[config.mk]
export PLATFORM = sky130hd
export DESIGN_NAME = vga_sync_decoder
export DESIGN_NICKNAME = d
export VERILOG_FILES = /design/src/rtl/vga_sync_decoder.sv
export SDC_FILE = /design/constraint.sdc
export NUM_CORES = 1
export LEC_CHECK = 0
export CORE_ASPECT_RATIO = 0.5
export CORE_MARGIN = 10
export CORE_UTILIZATION = 56
export CTS_BUF_LIST = sky130_fd_sc_hd__clkbuf_8
export DETAILED_ROUTE_END_ITERATION = 10
export PLACE_DENSITY = 0.82
export SYNTH_ARGS = -nofsm -noshare
export SYNTH_HDL_FRONTEND = slang
export SYNTH_SLANG_ARGS = --single-unit
[constraint.sdc]
create_clock -name px_clk -period 2.6 [get_ports px_clk]
set_input_delay 0.26 -clock px_clk [delete_from_list [all_inputs] [get_ports px_clk]]
set_output_delay 0.26 -clock px_clk [all_outputs]
set_load 0.005 [all_outputs]
[src/rtl/vga_sync_decoder.sv]
// Recovers line/frame timing, lock status and pixel coordinates from an active-low hsync/vsync pair.
// Define VGA_SYNC_DEC_LOS_EN to drop lock and clear the measured totals when a counter saturates.
module vga_sync_decoder #(
    parameter int H_START     = 167,
    parameter int H_ACTIVE    = 640,
    parameter int V_START     = 32,
    parameter int V_ACTIVE    = 480,
    parameter int LOCK_FRAMES = 2
) (
    input  logic       px_clk,
    input  logic       reset,
    input  logic       hsync,
    input  logic       vsync,
    output logic [9:0] x_px,
    output logic [9:0] y_px,
    output logic       activevideo,
    output logic [9:0] h_total,
    output logic [9:0] v_total,
    output logic       locked,
    output logic       frame_start
);
    localparam logic [9:0]  CNT_MAX = 10'h3FF;
    localparam logic [9:0]  H_OFS   = 10'(H_START);
    localparam logic [9:0]  V_OFS   = 10'(V_START);
    localparam logic [10:0] H_END   = 11'(H_START + H_ACTIVE);
    localparam logic [10:0] V_END   = 11'(V_START + V_ACTIVE);
    localparam logic [4:0]  LOCK_N  = 5'(LOCK_FRAMES);

    logic       hs_q, vs_q;
    logic [9:0] hcnt_q, hcnt_d;
    logic [9:0] vcnt_q, vcnt_d;
    logic [9:0] h_total_q, h_total_d;
    logic [9:0] v_total_q, v_total_d;
    logic       h_stable_q, h_stable_d;
    logic [3:0] match_cnt_q, match_cnt_d;
    logic       locked_q, locked_d;
    logic [9:0] x_px_q, x_px_d;
    logic [9:0] y_px_q, y_px_d;
    logic       active_q, active_d;
    logic       frame_start_q, frame_start_d;

    logic       hs_e, vs_e, match, in_window, los;
    logic [9:0] h_len;

`ifdef VGA_SYNC_DEC_LOS_EN
    assign los = (hcnt_q == CNT_MAX) || (vcnt_q == CNT_MAX);
`else
    assign los = 1'b0;
`endif

    always_comb begin
        hs_e          = hs_q & ~hsync;
        vs_e          = vs_q & ~vsync;
        h_len         = hcnt_q + 10'd1;
        match         = (vcnt_q == v_total_q) && h_stable_q;
        in_window     = ({1'b0, hcnt_q} >= {1'b0, H_OFS}) && ({1'b0, hcnt_q} < H_END) &&
                        ({1'b0, vcnt_q} >= {1'b0, V_OFS}) && ({1'b0, vcnt_q} < V_END);

        hcnt_d        = (hcnt_q == CNT_MAX) ? hcnt_q : h_len;
        vcnt_d        = vcnt_q;
        h_total_d     = h_total_q;
        v_total_d     = v_total_q;
        h_stable_d    = h_stable_q;
        match_cnt_d   = match_cnt_q;
        locked_d      = locked_q;
        x_px_d        = hcnt_q - H_OFS;
        y_px_d        = vcnt_q - V_OFS;
        active_d      = locked_q & in_window;
        frame_start_d = vs_e;

        if (hs_e) begin
            hcnt_d    = '0;
            h_total_d = h_len;
            if (h_len != h_total_q)
                h_stable_d = 1'b0;
            if (vcnt_q != CNT_MAX)
                vcnt_d = vcnt_q + 10'd1;
        end

        // The frame edge takes priority over a coincident line edge, so a fresh frame starts at line 0.
        if (vs_e) begin
            vcnt_d = '0;
            if (match) begin
                if ({1'b0, match_cnt_q} < LOCK_N)
                    match_cnt_d = match_cnt_q + 4'd1;
                if (({1'b0, match_cnt_q} + 5'd1) >= LOCK_N)
                    locked_d = 1'b1;
            end else begin
                match_cnt_d = '0;
                locked_d    = 1'b0;
            end
            v_total_d  = vcnt_q;
            h_stable_d = 1'b1;
        end

        if (los) begin
            locked_d    = 1'b0;
            match_cnt_d = '0;
            h_total_d   = '0;
            v_total_d   = '0;
            h_stable_d  = 1'b1;
            active_d    = 1'b0;
        end
    end

    always_ff @(posedge px_clk or posedge reset) begin
        if (reset) begin
            hs_q          <= 1'b1;
            vs_q          <= 1'b1;
            hcnt_q        <= '0;
            vcnt_q        <= '0;
            h_total_q     <= '0;
            v_total_q     <= '0;
            h_stable_q    <= 1'b1;
            match_cnt_q   <= '0;
            locked_q      <= 1'b0;
            x_px_q        <= '0;
            y_px_q        <= '0;
            active_q      <= 1'b0;
            frame_start_q <= 1'b0;
        end else begin
            hs_q          <= hsync;
            vs_q          <= vsync;
            hcnt_q        <= hcnt_d;
            vcnt_q        <= vcnt_d;
            h_total_q     <= h_total_d;
            v_total_q     <= v_total_d;
            h_stable_q    <= h_stable_d;
            match_cnt_q   <= match_cnt_d;
            locked_q      <= locked_d;
            x_px_q        <= x_px_d;
            y_px_q        <= y_px_d;
            active_q      <= active_d;
            frame_start_q <= frame_start_d;
        end
    end

    assign x_px        = x_px_q;
    assign y_px        = y_px_q;
    assign activevideo = active_q;
    assign h_total     = h_total_q;
    assign v_total     = v_total_q;
    assign locked      = locked_q;
    assign frame_start = frame_start_q;

endmodule

# Yosys cells after proc, flatten, opt, wreduce, memory -nomap -nowiden

Index checks and enable logic that the tools add are counted.

Add/sub/neg operators: 6
Multiply operators: 0
Divide/modulo/power cells: 0
$lt $le $gt $ge: 6
Eq/ne operators: 7
Shift-type cells: 0
Muxes and demuxes: 12
Bitwise gates (word level): 5
Reduce and logical (&&, ||, !) cells: 11

Operator list:

| kind                                                                    | count |
|---|---|
| 10-bit two-way mux                                                      | 5 |
| 10-bit by 1-bit adder with 10-bit output (second input constant)        | 2 |
| 10-bit < comparator (second input constant)                             | 2 |
| 10-bit equality test                                                    | 1 |
| 10-bit equality test (second input constant)                            | 1 |
| 10-bit by 6-bit >= comparator with 1-bit output (second input constant) | 1 |
| 10-bit by 8-bit >= comparator with 1-bit output (second input constant) | 1 |
| 10-bit != test                                                          | 1 |
| 10-bit != test (second input constant)                                  | 1 |
| 10-bit by 6-bit subtractor with 10-bit output (second input constant)   | 1 |
| 10-bit by 8-bit subtractor with 10-bit output (second input constant)   | 1 |
| 4-bit two-way mux                                                       | 2 |
| 2-bit AND reduction                                                     | 4 |
| 2-bit nonzero test                                                      | 3 |
| 4-bit by 1-bit adder with 5-bit output (second input constant)          | 1 |
| 5-bit by 2-bit >= comparator with 1-bit output (second input constant)  | 1 |
| 1-bit two-way mux                                                       | 5 |
| 4-bit by 1-bit adder with 4-bit output (second input constant)          | 1 |
| 1-bit logical AND                                                       | 4 |
| 4-bit by 2-bit < comparator with 1-bit output (second input constant)   | 1 |
| 2-bit by 1-bit != test with 1-bit output (second input constant)        | 2 |
| 1-bit bitwise AND                                                       | 3 |
| 2-bit != test (second input constant)                                   | 1 |
| 1-bit inverter                                                          | 2 |

Bits in registers: 70
Bits in latches: 0
RAM bits: 0
Bits in read-only memories: 0
Input bits: 4
Output and inout bits: 43
Logic and storage cells: 60
Memories: 0

# Logic depth before layout (Yosys ltp)

Gate-level depths: netlist of the first run.

Depth in word-level cells: 5
Mapped depth: 8

# Worst setup path after synthesis of the first run

No wires, ideal clock.

Path kind: register to register
Start point: register hcnt_q[0]
End point: register active_q, in the netlist activevideo
Arrival time: 1.638 ns
Data required time: 2.495 ns
Setup slack: 0.856 ns
Cell stages (with the launch flop): 7
Buffers on the path: 0
Period minus slack after synthesis: 1.744 ns
Path through: dfrtp_1 > ha_1 > a21oi_1 > a21boi_0 > o311ai_0 > nand2_1 > nor4b_1

Cells in the longest elaborated chain, start to end: 5
Elaborated cells on any way between the ends: 6
Classes of those cells: order compare (2); bitwise (1); reduce/logical (3)

Ends and longest elaborated chain:

| item                                                                                   | RTL line | text |
|---|---|---|
| start: declaration                                                                     | 30       | `logic [9:0] hcnt_q, hcnt_d;` |
| start signal: assignment                                                               | 124      | `hcnt_q <= hcnt_d;` |
| 10-bit by 8-bit >= comparator with 1-bit output or 10-bit < comparator (tied branches) | 56       | `in_window = ({1'b0, hcnt_q} >= {1'b0, H_OFS}) && ({1'b0, hcnt_q} < H_END) &&` |
| 1-bit logical AND (*) (2 in series)                                                    | 56       |  |
| 1-bit logical AND (*)                                                                  | 57       | `({1'b0, vcnt_q} >= {1'b0, V_OFS}) && ({1'b0, vcnt_q} < V_END);` |
| 1-bit bitwise AND (*)                                                                  | 68       | `active_d = locked_q & in_window;` |
| net active_d                                                                           | 39       | `logic active_q, active_d;` |
| end signal: assignment                                                                 | 133      | `active_q <= active_d;` |
| end: declaration                                                                       | 39       |  |

Mark *: on every way through the listed nets, which the timed path passes. The rest lies on a longest branch.
A chain may end at the register's enable or synchronous reset.

# Worst setup path in the final report of the first run

Same ends and word-level chain as after synthesis.

==> results of run 1 <==
[cell type report]
class,count,area [um^2],share of cell area [%]
flip-flops and latches,70,1755,44.95
multi-input cells,219,1336,34.22
repair buffers,51,510.5,13.07
clock buffers,9,123.9,3.172
well taps,73,91.34,2.339
inverters,14,52.55,1.346
clock inverters,7,35.03,0.8971
[Yosys cell counts (all sizes together)]
cell     number
a21boi        1
a21o          1
a21oi        11
a31oi         3
a32o          2
a41oi         1
and2          2
and2b         1
and3          1
buf          10
clkbuf        6
dfrtp        67
dfstp         3
ha            7
inv          14
mux2i         1
nand2        50
nand2b        3
nand3        13
nand3b        1
nand4         8
nor2         20
nor2b         2
nor3          7
nor3b         1
nor4          3
nor4b         1
o2111ai       1
o21ai        29
o221a         1
o22ai         1
o2bb2ai       1
o311ai        1
o31a          1
o31ai         1
o41ai         1
or3           3
or4           2
xnor2        28
xor2          9
[cells by family (layout without fill, tap and decap cells)]
group | count (synthesis) | in the layout
DFF | 70 | 70
and+or+nand+nor | 118 | 118
AOI/OAI and AO/OA | 56 | 56
xor gates and xnor gates | 37 | 37
adders and majority gates | 7 | 7
muxes | 1 | 1
buffers and inverters | 30 | 81
[critical path, cell delays in order (launching register included)]
cell and delay (ns):
dfrtp_1 0.46, ha_1 0.32, a21oi_1 0.14, a21boi_0 0.37, o21ai_0 0.24, nand3_1 0.14
nand2_1 0.08, nor4b_1 0.30
[layer usage]
metal / wire length (um) / part of all wire, % / global-route usage [%] / up-vias
met5: 0 / 0 / 0 / -
met4: 133 / 1.8 / 8.809 / 0
met3: 627 / 8.6 / 5.390 / 10
met2: 3542 / 48 / 26.44 / 89
met1: 3012 / 41 / 18.72 / 1185
li1: - / - / - / 1168
[power breakdown]
part	internal, mW	switching [mW]
clock	0.332	0.382
sequential	1.23	0.142
combinational	0.325	0.306
[registers in the layout, indices dropped and copies added (netlist names), 4 cells and up]
name,flops
y_px,10
v_total,10
vcnt_q,10
x_px,10
h_total,10
match_cnt_q,4
hcnt_q,10
[stage by stage]
| step | cells | setup WS (ns) | util (%) |
|---|---|---|---|
| 2_1_floorplan | 319 | 0.5768 | - |
| 3_3_place_gp | 427 | 0.6254 | 67.34 |
| 3_5_place_dp | 427 | 0.5265 | 67.34 |
| 4_1_cts | 443 | 0.4794 | 70.20 |
| 5_1_grt | 443 | 0.2324 | 70.20 |
| 6_report | 443 | 0.4322 | 70.20 |
[layout by cell type, fill, tap and decap left out, types with 3 or more instances in the layout]
cell             count
dfrtp_1             67
nand2_1             49
clkdlybuf4s50_1     46
o21ai_0             28
xnor2_1             28
nor2_1              20
inv_1               16
nand3_1             12
a21oi_1             11
xor2_1               9
clkbuf_8             9
ha_1                 7
nand4_1              6
nor3_1               6
buf_4                4
nand2b_1             3
nor4_1               3
a31oi_1              3
or3_1                3
clkinv_2             3
dfstp_2              3
[final timing paths]
| check | slack (ns) | to |
|---|---|---|
| max | 0.43 | activevideo$_DFF_PP0_ |
| min reg2reg | 0.53 | v_total[9]$_DFFE_PP0P_ |
| min | 0.35 | h_total[1]$_DFFE_PP0P_ |
| max in group asynchronous | 1.55 | vs_q$_DFF_PP1_ |
| min in group px_clk | 0.35 | vs_q$_DFF_PP1_ |
| max reg2reg | 0.43 | activevideo$_DFF_PP0_ |
==> flow_metrics.tcl, run 1 <==
set metrics [dict create \
    status "completed" \
    path_class "reg -> reg" \
    cts_resized 0 \
    setup.worst_path.start "hcnt_q[0]$_DFFE_PP0P_" \
    syn_area_mm2 0.003261 \
    cts_sinks 70 \
    io_buffers 46 \
    cp-start-kind "flop" \
    relSlewSlack_pct 52.68 \
    synth_top_family_by_area "simple AND/OR/NAND/NOR gates" \
    yosys.area.top_type "dfrtp_1" \
    synth_xor_area_share_pct 9.939 \
    design_power_total_mw 2.719 \
    routed_wl_um 7315 \
    tightest_slew_ns 0.7088 \
    grt_pass1_wl_um 12110 \
    htree_num_levels 3 \
    synth.distinct_cells 48 \
    grt_max_degree 38 \
    ys_ff_latch 70 \
    drcViolationCount 0 \
    die_y_um 73.96 \
    wire_per_inst_um 16.51 \
    hold_buffers 0 \
    clk_pin_slew_ns 0.07 \
    holdCritPathClass "in -> async" \
    synth_compound_area_share_pct 10.17 \
    drtPass1Iterations 4 \
    ys_seq_area_share_pct 53.84 \
    grt.total_usage_pct 16.11 \
    drive_gt1_share_pct 7.838 \
    rsz0062_at_grt "no" \
    skew_ns 0.01166 \
    ir_drop_mv 0.4083 \
    fillerInstances 433 \
    fin_nets 376 \
    synth_top_area_share_pct 51.42 \
    fin_crit_sh_pct 83.38 \
    antenna_cells 0 \
    crit_arrival_ns 2.39 \
    synth_nets 330 \
    grt_overflow 0 \
    gp_congestion 0.9426 \
    final-setup-viol-count 0 \
    grt_pass1_vias 2454 \
    leakage_nw 1.694 \
    antenna_found_initial 0 \
    synth_area_leaders "dfrtp_1 51%, xnor2_1 7.5%, nand2_1 5.6%" \
    slew_violations 0 \
    worst_setup_path_end_kind "flop" \
    cts_buffer_depth 2 \
    cts_root_buf "clkbuf_8" \
    coreArea_mm2 0.005563 \
    tritoncts.num_buffers 9 \
    start_util_pct 58.61 \
    setup-tns-final_ns 0 \
    synth_area_per_cell_um2 10.22 \
    reg2reg_depth 7 \
    hold_violations 0 \
    timing.rr.start "hcnt_q[0]$_DFFE_PP0P_" \
    clk-insertion-delay-late_ns 0.34 \
    synthMuxAreaShare_pct 0.3070 \
    ant_nets 0 \
    dieWidth_um 127.9 \
    power_density_mw_per_mm2 696.3 \
    post_cts_buffers 0 \
    drtIter0Drc 283 \
    yosys_warnings 0 \
    drv_cap 0 \
    pin_count 47 \
    cp_data_required_time_ns 2.82 \
    dieArea_mm2 0.009460 \
    cp_max_fo 6 \
    synth-adder-area-share_pct 2.686 \
    cts_tree "done" \
    design_area_mm2 0.003905 \
    synthSimpleGateAreaFrac_pct 17.88 \
    hpwl_um 5252 \
    dr_total_vias 2452 \
    placed_cell_area_mm2 0.003746 \
    period_needed_ns 2.168 \
    area_growth_pct 19.76 \
    postSynthCellCount 319 \
    vias_per_cell 5.535 \
    fmax_mhz 461.3 \
    num_rows 19 \
    hold_ws_ns 0.3498 \
]
Note: power is estimated with default switching activity, not from simulation.
==> run 2: changes to the inputs <==
==> constraint.sdc (replaced) <==
create_clock -name px_clk -period 2.11 [get_ports px_clk]
set_input_delay 0.211 -clock px_clk [delete_from_list [all_inputs] [get_ports px_clk]]
set_output_delay 0.211 -clock px_clk [all_outputs]
set_load 0.005 [all_outputs]
==> run 2 against run 1 <==
Compared with the run above:
- first-iteration DRC count grew 2.8%
- clock power grew 50%
- sequential cell count is the same
- critical path depth shrank 1
- critical path type unchanged
==> flow_metrics.tcl, run 2 (same netlist as run 1, synthesis figures left out) <==
set metrics [dict create \
    hold_violations 0 \
    fin_crit_sh_pct 89.23 \
    tightest_slew_ns 0.3749 \
    placed_cell_area_mm2 0.003799 \
    cp_data_required_time_ns 2.35 \
    grt_max_degree 71 \
    drtIter0Drc 291 \
    grt_pass1_vias 2470 \
    grt_overflow 0 \
    final_cells 450 \
    antenna_found_initial 0 \
    tritoncts.num_buffers 9 \
    drive_gt1_share_pct 10.08 \
    slew_violations 0 \
    leakage_nw 1.735 \
    cp_max_fo 6 \
    grtUsageMet2_pct 26.04 \
    final-setup-viol-count 0 \
    crit_arrival_ns 2.12 \
    drcViolationCount 0 \
    io_buffers 46 \
    fin_nets 383 \
    dr_total_vias 2473 \
    dp.cells 434 \
    clk_pin_slew_ns 0.07 \
    ant_nets 0 \
    setup-tns-final_ns 0 \
    coreArea_mm2 0.005563 \
    relSlewSlack_pct 74.92 \
    cp-start-kind "flop" \
    cts_buffer_depth 2 \
    hpwl_um 4994 \
    gp_congestion 0.8996 \
    start_util_pct 58.61 \
    met3_usage_pct 5.177 \
    rsz0062_at_grt "no" \
    grtUsageMet1_pct 18.61 \
    area_growth_pct 22.64 \
    wire_per_inst_um 15.54 \
    cts_root_buf "clkbuf_8" \
    period_needed_ns 1.883 \
    drtPass1Iterations 4 \
    vias_per_cell 5.496 \
    dieArea_mm2 0.009460 \
    grt.total_usage_pct 15.71 \
    busiest_layer "met2" \
    num_rows 19 \
    worst_setup_path_end_kind "flop" \
    holdCritPathClass "in -> async" \
    grt_pass1_wl_um 11970 \
    final_common_cell "dfrtp_1" \
    pin_count 47 \
    htree_num_levels 3 \
    ir_drop_mv 0.5273 \
    setup_slack_ns 0.2271 \
    final_cell_mix "67 x dfrtp_1, 49 x nand2_1, 46 x clkdlybuf4s50_1, 28 x o21ai_0, 28 x xnor2_1" \
    cts_sinks 70 \
    clk-insertion-delay-late_ns 0.34 \
    fmax_mhz 531.1 \
    cts_tree "done" \
    dp_slack_ns 0.1765 \
    drv_cap 0 \
    power_density_mw_per_mm2 886.5 \
    status "completed" \
    path_class "reg -> reg" \
    antenna_cells 0 \
    die_y_um 73.96 \
    skew_ns 0.009324 \
    dieWidth_um 127.9 \
    routed_wl_um 6995 \
    design_area_mm2 0.003999 \
]
## run 2: changes by cell type in the layout (fill, tap and decap cells not counted), sizes merged
cell / delta
clkinv: -2
bufinv: +1
clkinvlp: +2
inv: -2
clkbuf: +1
buf: +7
## run 2: final timing paths
path	from	to	slack, ns	depth (start not counted)
min	reset	h_total[4]$_DFFE_PP0P_	0.26	3
min in group px_clk	vsync	vs_q$_DFF_PP1_	0.30	1
min reg2reg	vcnt_q[0]$_DFFE_PP0P_	y_px[0]$_DFF_PP0_	0.52	0
max in group asynchronous	reset	hs_q$_DFF_PP1_	1.54	3
max	hcnt_q[1]$_DFFE_PP0P_	activevideo$_DFF_PP0_	0.23	6
max reg2reg	hcnt_q[1]$_DFFE_PP0P_	activevideo$_DFF_PP0_	0.23	6
## run 2: timing repair
item / CTS / global route
hold buffers: 0 / 0
gates resized for setup: 0 / 1
setup buffers: 0 / 0
endpoints found under the setup margin: 0 / 1
## run 2: power by group
part           switching [mW]  internal, mW  total, mW
Sequential              0.166          1.52       1.68
Combinational           0.383         0.406      0.788
Clock                   0.499         0.573       1.07
Total                    1.05          2.50       3.54
## run 2: layout make-up
cell class | instances | area (um^2)
Multi-Input combinational cell | 219 | 1336
Sequential cell | 70 | 1755
Tap cell | 73 | 91.34
Inverter | 14 | 52.55
Clock buffer | 10 | 137.6
Fill cell | 419 | 1564
Clock inverter | 6 | 62.56
Timing Repair Buffer | 58 | 563.0
## run 2: per-stage QoR
| step | hold WS [ns] | total power, mW | utilization (%) |
|---|---|---|---|
| after floorplan | 0.2155 | 2.130 | - |
| after global placement | 0.5011 | 2.464 | 68.29 |
| after detailed placement | 0.5096 | 2.501 | 68.29 |
| after CTS | 0.2663 | 3.576 | 71.88 |
| after global routing | 0.2988 | 3.738 | 71.88 |
| final | 0.2630 | 3.545 | 71.88 |
## run 2: critical path: stages (launching register included)
cell,delay (ns)
dfrtp_1,0.40
ha_1,0.27
a21oi_1,0.28
a21boi_1,0.17
o311ai_0,0.30
nand2_1,0.11
nor4b_1,0.26
## run 2: routing by layer
layer  routed length (um)  share of wire, %
met5                    0                 0
met4                  108               1.5
met3                  499               7.1
met2                 3422                49
met1                 2964                42
==> run 3: changes to the inputs <==
--- a/config.mk
+++ b/config.mk
@@ -6,11 +6,11 @@
 export NUM_CORES = 1
 export LEC_CHECK = 0
 export CORE_ASPECT_RATIO = 0.5
-export CORE_MARGIN = 10
 export CORE_UTILIZATION = 56
 export CTS_BUF_LIST = sky130_fd_sc_hd__clkbuf_8
 export DETAILED_ROUTE_END_ITERATION = 10
 export PLACE_DENSITY = 0.82
+export SLEW_MARGIN = 0
 export SYNTH_ARGS = -nofsm -noshare
 export SYNTH_HDL_FRONTEND = slang
 export SYNTH_SLANG_ARGS = --single-unit
==> run 3 against run 2 <==
Compared with the run above:
- clock power up 13%
- sequential cell count unchanged
- setup slack worse by 0.10 ns
- sequential power about the same
- worst hold slack worse by 0.096 ns
- clock-buffer cell count up 1
- routed wire length down 0.57%
- via count up 0.12%
- clock skew up 0.0019 ns
- critical path type unchanged
- largest cell class unchanged
- highest routed layer unchanged
==> flow_metrics.tcl, run 3 (same netlist as run 1, synthesis figures left out) <==
set metrics [dict create \
    antenna_found_initial 0 \
    vias_per_cell 5.514 \
    dr_total_vias 2476 \
    wl_met1_um 3160 \
    drtPass1Iterations 5 \
    power_density_mw_per_mm2 918.7 \
    grt_pass1_wl_um 11510 \
    tritoncts.num_buffers 9 \
    leakage_nw 1.750 \
    fin_nets 382 \
    final_common_cell "dfrtp_1" \
    num_rows 19 \
    crit_arrival_ns 2.19 \
    wl_met3_um 344 \
    coreArea_mm2 0.005539 \
    clk_pin_slew_ns 0.07 \
    grt_pass1_vias 2356 \
    start_util_pct 58.87 \
    hpwl_um 4821 \
    grt_overflow 0 \
    post_cts_buffers 0 \
    cts_buffer_depth 2 \
    cp-start-kind "flop" \
    htree_num_levels 3 \
    skew_ns 0.01118 \
    routed.top_layer "met4" \
    design_power_total_mw 3.690 \
    cp_data_required_time_ns 2.31 \
    wire_per_inst_um 15.49 \
    die_y_um 55.96 \
    antenna_cells 0 \
    pin_count 47 \
    slew_violations 0 \
    drtIter0Drc 122 \
    cts_sinks 70 \
    final_cells 449 \
    cp_max_fo 9 \
    clk-insertion-delay-late_ns 0.35 \
    hold_buffers 0 \
    final_cell_mix "67 x dfrtp_1, 49 x nand2_1, 46 x clkdlybuf4s50_1, 28 x o21ai_0, 28 x xnor2_1" \
    tightest_slew_ns 0.4267 \
    dieArea_mm2 0.006150 \
    routed_wl_um 6955 \
    holdCritPathClass "in -> async" \
    area_growth_pct 23.18 \
    cts_resized 0 \
    period_needed_ns 1.986 \
    drive_gt1_share_pct 9.840 \
    dr_wl_met2_um 3327 \
    cts_tree "done" \
    grt.total_usage_pct 25.42 \
    dp.cells 433 \
    gp_congestion 0.9014 \
    ir_drop_mv 0.5332 \
    path_class "reg -> reg" \
    fin_crit_sh_pct 94.14 \
    dieWidth_um 109.9 \
    io_buffers 46 \
    drv_cap 0 \
    hold_violations 0 \
    ant_nets 0 \
    drcViolationCount 0 \
    fmax_mhz 503.5 \
    rsz0062_at_grt "no" \
    setup-tns-final_ns 0 \
    cts_root_buf "clkbuf_8" \
    final-setup-viol-count 0 \
    relSlewSlack_pct 71.47 \
    grt_max_degree 56 \
    worst_setup_path_end_kind "flop" \
    status "completed" \
]
==> run 3: power by group <==
part           leakage, nW  switching [mW]  internal (mW)  total, mW
sequential           0.890           0.161           1.52       1.68
combinational        0.739           0.392          0.412      0.804
clock                0.121           0.485          0.722       1.21
==> run 3: stage by stage <==
step           utilization, %  hold WS, ns  cell area (um^2)  setup WS, ns
6_report                72.51       0.1674              4016        0.1237
5_1_grt                 72.51       0.1857              4016       0.02996
4_1_cts                 72.51       0.1685              4016        0.1647
3_5_place_dp            68.44       0.5105              3791        0.1933
3_3_place_gp            68.44       0.5055              3791        0.2913
2_1_floorplan               -       0.2155              3261        0.1358
==> run 3: final timing paths <==
check / start / end / slack, ns / depth (start not counted)
max: hcnt_q[1]$_DFFE_PP0P_ / hcnt_q[1]$_DFFE_PP0P_ / 0.12 / 6
min: reset / h_total[5]$_DFFE_PP0P_ / 0.17 / 2
max reg2reg: hcnt_q[1]$_DFFE_PP0P_ / hcnt_q[1]$_DFFE_PP0P_ / 0.12 / 6
min reg2reg: v_total[2]$_DFFE_PP0P_ / v_total[2]$_DFFE_PP0P_ / 0.53 / 2
max in group asynchronous: reset / hs_q$_DFF_PP1_ / 1.29 / 3
min in group px_clk: vsync / vs_q$_DFF_PP1_ / 0.29 / 1
==> run 3: final cells by class <==
class                   count  area, um^2
flip-flops and latches     70        1755
multi-input cells         219        1336
well taps                  73       91.34
clock buffers              11       151.4
clock inverters             5       73.82
fillers                   390        1523
inverters                  14       52.55
repair buffers             57       555.5
==> run 3: routing by layer <==
metal / track usage [%] / up-vias
met4: 8.952 / 0
met3: 6.557 / 13
met2: 38.48 / 78
li1: - / 1179
met5: 0 / -
met1: 35.61 / 1206
==> run 3: critical path: stages, from the launching register on <==
cell and delay (ns):
dfrtp_1 0.39, ha_1 0.29, nand2_1 0.14, nor3_4 0.29, nand4_1 0.40, nand3_1 0.23
o21ai_0 0.11
